### config.mk
export PLATFORM = sky130hd
export DESIGN_NAME = edge_freq_counter
export DESIGN_NICKNAME = d
export VERILOG_FILES = /design/src/rtl/edge_freq_counter.sv
export SDC_FILE = /design/constraint.sdc
export NUM_CORES = 1
export LEC_CHECK = 0
export BUFFER_PORTS_ARGS = -buffer_cell sky130_fd_sc_hd__buf_4
export CORE_ASPECT_RATIO = 0.75
export CORE_MARGIN = 4
export CORE_UTILIZATION = 45
export DETAILED_ROUTE_END_ITERATION = 16
export HOLD_SLACK_MARGIN = 0.15
export PLACE_DENSITY_LB_ADDON = 0.12
export SLEW_MARGIN = 15
export SYNTH_ARGS = -nofsm -noshare
export SYNTH_HDL_FRONTEND = slang
export SYNTH_SLANG_ARGS = --single-unit
### constraint.sdc
create_clock -name clk -period 3.3 [get_ports clk]
set_input_delay 0.66 -clock clk [delete_from_list [all_inputs] [get_ports clk]]
set_output_delay 0.66 -clock clk [all_outputs]
set_load 0.01 [all_outputs]
### src/rtl/edge_freq_counter.sv
`timescale 1ns/1ps
`default_nettype none
// ============================================================================
// Module      : edge_freq_counter
// Description : Gated frequency meter. Counts rising edges of an asynchronous
//               input over windows bounded by a one-cycle gate_tick pulse and
//               latches each completed window's count as the result.
// Revision    : 1.0  initial release
// ============================================================================
module edge_freq_counter #(
  parameter int CNT_W    = 24,
  parameter int SYNC_LEN = 2
) (
  input  logic             clk,
  input  logic             reset_n,
  input  logic             en,
  input  logic             gate_tick,
  input  logic             sig_in,
  output logic [CNT_W-1:0] freq_count,
  output logic             count_valid,
  output logic             count_ovf,
  output logic             armed
);

  localparam logic [CNT_W-1:0] c_CNT_MAX = {CNT_W{1'b1}};
  localparam logic [CNT_W-1:0] c_CNT_ONE = CNT_W'(1);

  typedef enum logic [1:0] {
    S_IDLE  = 2'd0,
    S_ARM   = 2'd1,
    S_COUNT = 2'd2
  } state_t;

  state_t               r_state;
  logic [SYNC_LEN-1:0]  r_sync;
  logic                 r_dly;
  logic [CNT_W-1:0]     r_cnt;
  logic                 r_ovf;
  logic [CNT_W-1:0]     r_freq;
  logic                 r_valid;
  logic                 r_freq_ovf;
  logic                 r_armed;

  logic                 w_edge;
  logic                 w_cnt_max;
  logic [CNT_W-1:0]     w_cnt_nxt;
  logic                 w_ovf_nxt;

  // Metastability synchronizer on sig_in followed by one delay flop for edge detect
  always_ff @(posedge clk or negedge reset_n) begin
    if (!reset_n) begin
      r_sync <= '0;
      r_dly  <= 1'b0;
    end else begin
      r_sync <= {r_sync[SYNC_LEN-2:0], sig_in};
      r_dly  <= r_sync[SYNC_LEN-1];
    end
  end

  // Rising edge of the synchronized input, and the saturating next count/ovf values
  always_comb begin
    w_edge    = r_sync[SYNC_LEN-1] & ~r_dly;
    w_cnt_max = (r_cnt == c_CNT_MAX);
    w_cnt_nxt = r_cnt;
    if (w_edge && !w_cnt_max) begin
      w_cnt_nxt = r_cnt + c_CNT_ONE;
    end
    w_ovf_nxt = r_ovf | (w_edge & w_cnt_max);
  end

  // Window state machine: arm on first tick, then close/report a window on every tick
  always_ff @(posedge clk or negedge reset_n) begin
    if (!reset_n) begin
      r_state    <= S_IDLE;
      r_cnt      <= '0;
      r_ovf      <= 1'b0;
      r_freq     <= '0;
      r_valid    <= 1'b0;
      r_freq_ovf <= 1'b0;
      r_armed    <= 1'b0;
    end else begin
      r_valid <= 1'b0;
      case (r_state)
        S_IDLE: begin
          r_cnt   <= '0;
          r_ovf   <= 1'b0;
          r_armed <= 1'b0;
          if (en) begin
            r_state <= S_ARM;
          end
        end
        S_ARM: begin
          // The window in progress when enabled is partial, so it is never reported
          r_cnt <= '0;
          r_ovf <= 1'b0;
          if (!en) begin
            r_state <= S_IDLE;
            r_armed <= 1'b0;
          end else if (gate_tick) begin
            r_state <= S_COUNT;
            r_armed <= 1'b1;
          end
        end
        S_COUNT: begin
          if (!en) begin
            // Disable wins over a coincident tick; the open window is dropped
            r_state <= S_IDLE;
            r_armed <= 1'b0;
            r_cnt   <= '0;
            r_ovf   <= 1'b0;
          end else if (gate_tick) begin
            // Close the window, including any edge landing on the tick cycle
            r_freq     <= w_cnt_nxt;
            r_freq_ovf <= w_ovf_nxt;
            r_valid    <= 1'b1;
            r_cnt      <= '0;
            r_ovf      <= 1'b0;
          end else begin
            r_cnt <= w_cnt_nxt;
            r_ovf <= w_ovf_nxt;
          end
        end
        default: begin
          r_state <= S_IDLE;
          r_armed <= 1'b0;
          r_cnt   <= '0;
          r_ovf   <= 1'b0;
        end
      endcase
    end
  end

  assign freq_count  = r_freq;
  assign count_valid = r_valid;
  assign count_ovf   = r_freq_ovf;
  assign armed       = r_armed;

endmodule
`default_nettype wire

Word level (Yosys, flattened, before mapping)
Index checks and enable logic that the tools add are counted.

storage, ports and cells
  input port bits = 5
  register bits = 57

operators by class
  reduce and logical (&&, ||, !) cells = 6
  bitwise operators = 4
  equality and inequality tests = 6
  add/sub/neg operators = 1
  muxes and demuxes = 19

operator list
  kind                                                 number
  2-to-1 mux 24 bit                                    4
  adder 24 x 1 -> 24 bit, second input constant        1
  equality test 24 bit, second input constant          1
  2-to-1 mux 1 bit                                     9
  2-to-1 mux 2 bit                                     4
  one-hot mux 2 bit (3 select lines)                   1
  AND reduction 3 bit                                  2
  inequality test 2 bit, second input constant         2
  inequality test 3 bit, second input constant         1
  bitwise AND 1 bit                                    2
  equality test 2 x 1 -> 1 bit, second input constant  1
  equality test 2 bit, second input constant           1
  logical NOT 2 bit                                    1
  one-hot mux 1 bit (2 select lines)                   1
  AND reduction 2 bit                                  1
  logical AND 1 bit                                    1
  logical NOT 1 bit                                    1
  inverter 1 bit                                       1
  bitwise OR 1 bit                                     1

Longest topological paths before layout
  depth in word-level cells = 7
  depth in mapped cells = 7
  gate-level depth less buffers = 6

Worst setup path after synthesis
Ideal clock, no wire load.

  path kind = register to register
  start point = register r_cnt[3]
  end point = register r_freq[0] (netlist: freq_count[0])
  path slack = 1.426 ns
  cell stages (with the launch flop) = 7
  arrival time = 1.743 ns
  required time = 3.168 ns
  path buffers = 1
  cell sequence = dfrtp_1 > nand4_1 > nor4_4 > buf_6 > a21oi_1 > xnor2_1 > o21ai_0

between the ends
  longest elaborated chain between the ends = 4

RTL lines
  what                    RTL line  RTL
  start, declared         37        logic [CNT_W-1:0] r_cnt;
  start signal, assigned  119       r_cnt <= w_cnt_nxt;
  equality test 24 bit    63        w_cnt_max = (r_cnt == c_CNT_MAX);
  logical NOT 1 bit       65        if (w_edge && !w_cnt_max) begin
  logical AND 1 bit       65
  2-to-1 mux 24 bit       65
  end signal, assigned    113       r_freq <= w_cnt_nxt;
  end, declared           39        logic [CNT_W-1:0] r_freq;

Every way passes these cells.
A chain may end at the register's enable or synchronous reset.

Worst setup path in the final report
  start point = register r_cnt[16]
  end point = register r_freq[0] (netlist: freq_count[0])

Same word-level chain as after synthesis.

==> results by stage <==
Outcome:
- The run finished with clean final reports.

Critical path:
- The number of buffers and inverters on the critical path is 1.
- Along the worst path, the maximum fanout reaches 15.
- The source of the worst register-to-register timing path is r_cnt[16].
- The worst setup path is launched from a register.
- The critical path goes through nand3_1 > nor4_4 > buf_4 > a21oi_1 > xnor2_1 > o21ai_0.
- The maximum single-stage delay on the critical path is 0.73 ns.
- The worst setup path is captured at a register.
- The critical path starts at r_cnt[16].
- The kind of cell with the highest combined delay along the critical path is simple AND/OR/NAND/NOR gates.
- By startpoint and endpoint, the worst setup path is classified as reg2reg.
- The required time reported for the critical path endpoint is 3.51 ns.
- At the worst endpoint, the arrival time is 2.52 ns.
- On the critical path, the stage with the largest delay is an instance of nor4_4.

CTS:
- The root buffer cell chosen for the clock tree is clkbuf_8.
- The number of buffers added by the clock tree synthesis step is 9.
- The clock transition at the registers of the reported paths is 0.06 ns.
- The clock latency of the later-clocked register in the worst-skew pair is 0.33 ns.
- The post-CTS setup buffer count is 0.
- The number of gates resized after cts is 0.
- The longest clock path from root to sink contains 2 buffers.
- The clock tree from TritonCTS is done.
- CTS built an H-tree with a depth of 3.
- The clock net sink count is 57.
- Buffers inserted to repair hold after CTS numbered 0.

Logic synthesis:
- The unique cell type count in the Yosys netlist is 37.
- Summing every instance area after synthesis gives 0.00257 mm².
- The total of flip-flops plus latches after synthesis is 57.
- Dividing the synthesized area by the synthesized cell count gives 10.5 µm².
- The yosys synthesis warning count is 0.
- The post-synthesis cell type with the largest combined area is dfrtp_1.
- The post-synthesis sequential area ratio is 55.5%.
- Sorting the synthesized cells by area gives the leading types as dfrtp_1, xnor2_1, nand2_1.
- Synthesis produced a netlist with a net count of 251.
- The area share of the largest cell type after synthesis is 55.5%.
- The post-synthesis instance total is 245.

Finish:
- The sequential cells in the finished layout cover a total of 0.00143 mm².
- The end-of-flow core utilization is 56.4%.
- The final-layout fill cell count is 492.
- The area of combinational cells with multiple inputs is 0.00108 mm².
- After the last flow step, the layout net total stands at 286.
- The number of antenna cells inserted is 0.
- Cells with a size suffix above 1 make up 20.8% of the layout.
- The area growth from synthesis to layout is 19.4%.
- The final cell area excluding filler cells is 0.00307 mm².

Floorplanning:
- The number of top-level pins is 32.
- The chip width is 95.3 µm.
- The die covers 0.00700 mm².
- The number of placement rows is 23.
- The core region area is 0.00544 mm².
- The starting density of the core is 47.3%.
- The floorplan die height is 73.4 µm.

Global route:
- For this run, the total global-route usage over all layers was measured as 15.9%.
- The wire length of the first global-routing pass is 8420 µm.
- The number of antenna violations at the first check in global routing came to 0.
- The number of global-route vias before repair is 1,802.
- Entering global routing, the biggest net connects 58 pins.
- The total congestion overflow is 0.

Route:
- The average wire per cell in the routed design is 13.5 µm.
- The routed design has 4860 µm of wire.
- Dividing the detail-routed via count by the number of cells gives 5.11.
- The total number of vias is 1,834.
- The count of nets left with antenna violations once routing finished came out at 0.
- The initial detailed-routing violation count is 63.
- The first detailed-routing pass ran for 4 iterations.
- In the routed design, unresolved DRC markers number 0.

STA:
- The max-slew violation total from the final report came to 0.
- Setup violations remaining at the end of the flow were counted as 0.
- At the pin with the least slew margin, the transition time is 0.737 ns.
- The setup clock skew after layout is 0.00712 ns.
- The clock period minus worst slack is 2.31 ns.
- Measured against its own limit, the worst slew margin works out to 50.5%.
- Based on the critical path, the design can be clocked at up to 433 MHz.
- The final-layout setup total negative slack is 0 ns.
- Setup repair after global routing left no endpoint under its margin.
- The minimum setup slack in the final design is 0.991 ns.
- The hold violation count in the final report is 0.
- Final hold analysis gives a worst-case slack of 0.349 ns.
- The share of the clock period used by the worst path is 70.0%.

Placed design:
- At the end of routability-driven placement, the weighted congestion stood at 0.858.
- The placed wire-length estimate is 3340 µm.
- In this run the tool buffered the top-level ports with 31 buffer cells.
- Once placement finished, the instance area stood at 0.00287 mm².
- The post-placement worst setup slack is 1.03 ns.

Min path:
- In this run the worst hold path is classified as reg2reg.
- The startpoint identified for the worst hold timing path is r_sync[0].

Power and ir drop:
- In this run the power density over the cells is 460 mW/mm².
- The peak ir drop on the vdd network is 0.277 mV.
- The total leakage power is 1.29 nW.

Flow run:
- Across the run, the number of max-cap violations was 0.
registers in the layout (all words and copies together) (netlist names):
name and cells:
armed 1, r_sync 2, r_ovf 1, count_valid 1
r_state 2, r_cnt 24, r_dly 1, freq_count 24
count_ovf 1
metrics by stage:
step,total power (W),std cells
2_1_floorplan,0.000752,245
6_report,0.00141,359
5_1_grt,0.00148,359
3_5_place_dp,0.000787,344
3_3_place_gp,0.000786,344
4_1_cts,0.00144,359
cell usage after synthesis:
cell and instances:
dfrtp_1 57, nand2_1 36, nor2_1 27, o21ai_0 21
xnor2_1 21, nand3_1 11, a21oi_1 10, clkbuf_1 7
nand4_1 5, a211oi_1 4, o21ai_1 4, a2111oi_0 3
a2111oi_4 3, nor2b_1 3, nor3_1 3, and3_1 2
and4_2 2, buf_6 2, inv_1 2, nor4_1 2
o21a_1 2, or3_1 2, xor2_1 2, and2_1 1
and3b_1 1, and4b_1 1, buf_2 1, dlygate4sd1_1 1
ha_1 1, mux2i_1 1, nand2b_4 1, nand3b_1 1
nand4b_1 1, nor4_2 1, nor4_4 1, or2_2 1
or4_4 1
worst reg2reg max path, delay by kind of cell, from the launching register on:
family,cells,cell delay [ns]
AND/OR/NAND/NOR,2,0.96
flip-flops,1,0.42
buffers and inverters,1,0.33
AO/OA/AOI/OAI,2,0.25
XOR/XNOR,1,0.23
area by class of cell:
class,count,area share [%]
multi-input combinational,175,35.3
tap,75,3.06
clock inverter,3,1.31
timing repair buffer,35,8.56
sequential,57,46.5
clock buffer,12,5.06
inverter,2,0.245
layout by cell type (no fill, tap or decap), types with 2 or more instances in the layout:
cell type,count
inv_1,2
nand4_1,5
nor2b_1,3
and4_2,2
nor3_1,3
xor2_1,2
buf_4,35
o21a_1,2
a211oi_1,4
nor4_4,2
dfrtp_1,57
a2111oi_4,3
clkbuf_8,11
o21ai_0,21
a21oi_1,10
or3_1,2
nor2_1,27
and3_1,2
nor4_1,2
nand3_1,11
nand2_1,36
a2111oi_0,3
clkinv_2,2
xnor2_1,21
o21ai_1,4
report_power, final:
part | switching [W] | leakage [nW] | internal, W
clock | 0.000255 | 0.102 | 0.000383
combinational | 0.0000322 | 0.408 | 0.0000214
sequential | 0.00000770 | 0.785 | 0.000711
total | 0.000295 | 1.29 | 0.00111
logic make-up (layout without fill, tap and decap cells):
group                    after synthesis  in the layout  share of synthesized area [%]
multiplexers                           1              1                          0.389
adder cells (fa/ha/maj)                1              1                          0.487
XOR/XNOR                              23             23                           7.84
AO/OA/AOI/OAI                         47             47                           12.8
buffers and inverters                 13             52                           2.73
AND/OR/NAND/NOR                      103            103                           20.3
flip-flops                            57             57                           55.5
worst paths after layout:
check | cells past startpoint | slack (ns) | end
setup / recovery | 6 | 0.99 | freq_count[0]
hold / removal | 0 | 0.35 | r_sync[1]
setup reg to reg | 6 | 0.99 | freq_count[0]
hold reg to reg | 0 | 0.35 | r_sync[1]
max in group asynchronous | 1 | 2.47 | freq_count[8]
min in group asynchronous | 1 | 0.37 | freq_count[17]
routing by layer:
layer | track usage [%] | part of all wire [%] | up-vias
li1 | - | - | 913
met5 | 0 | 0 | -
met4 | 6.24 | 1.0 | 0
met2 | 22.7 | 44 | 27
met1 | 22.1 | 51 | 887
met3 | 5.83 | 4.0 | 7
Power figures use the tool's default switching activity.
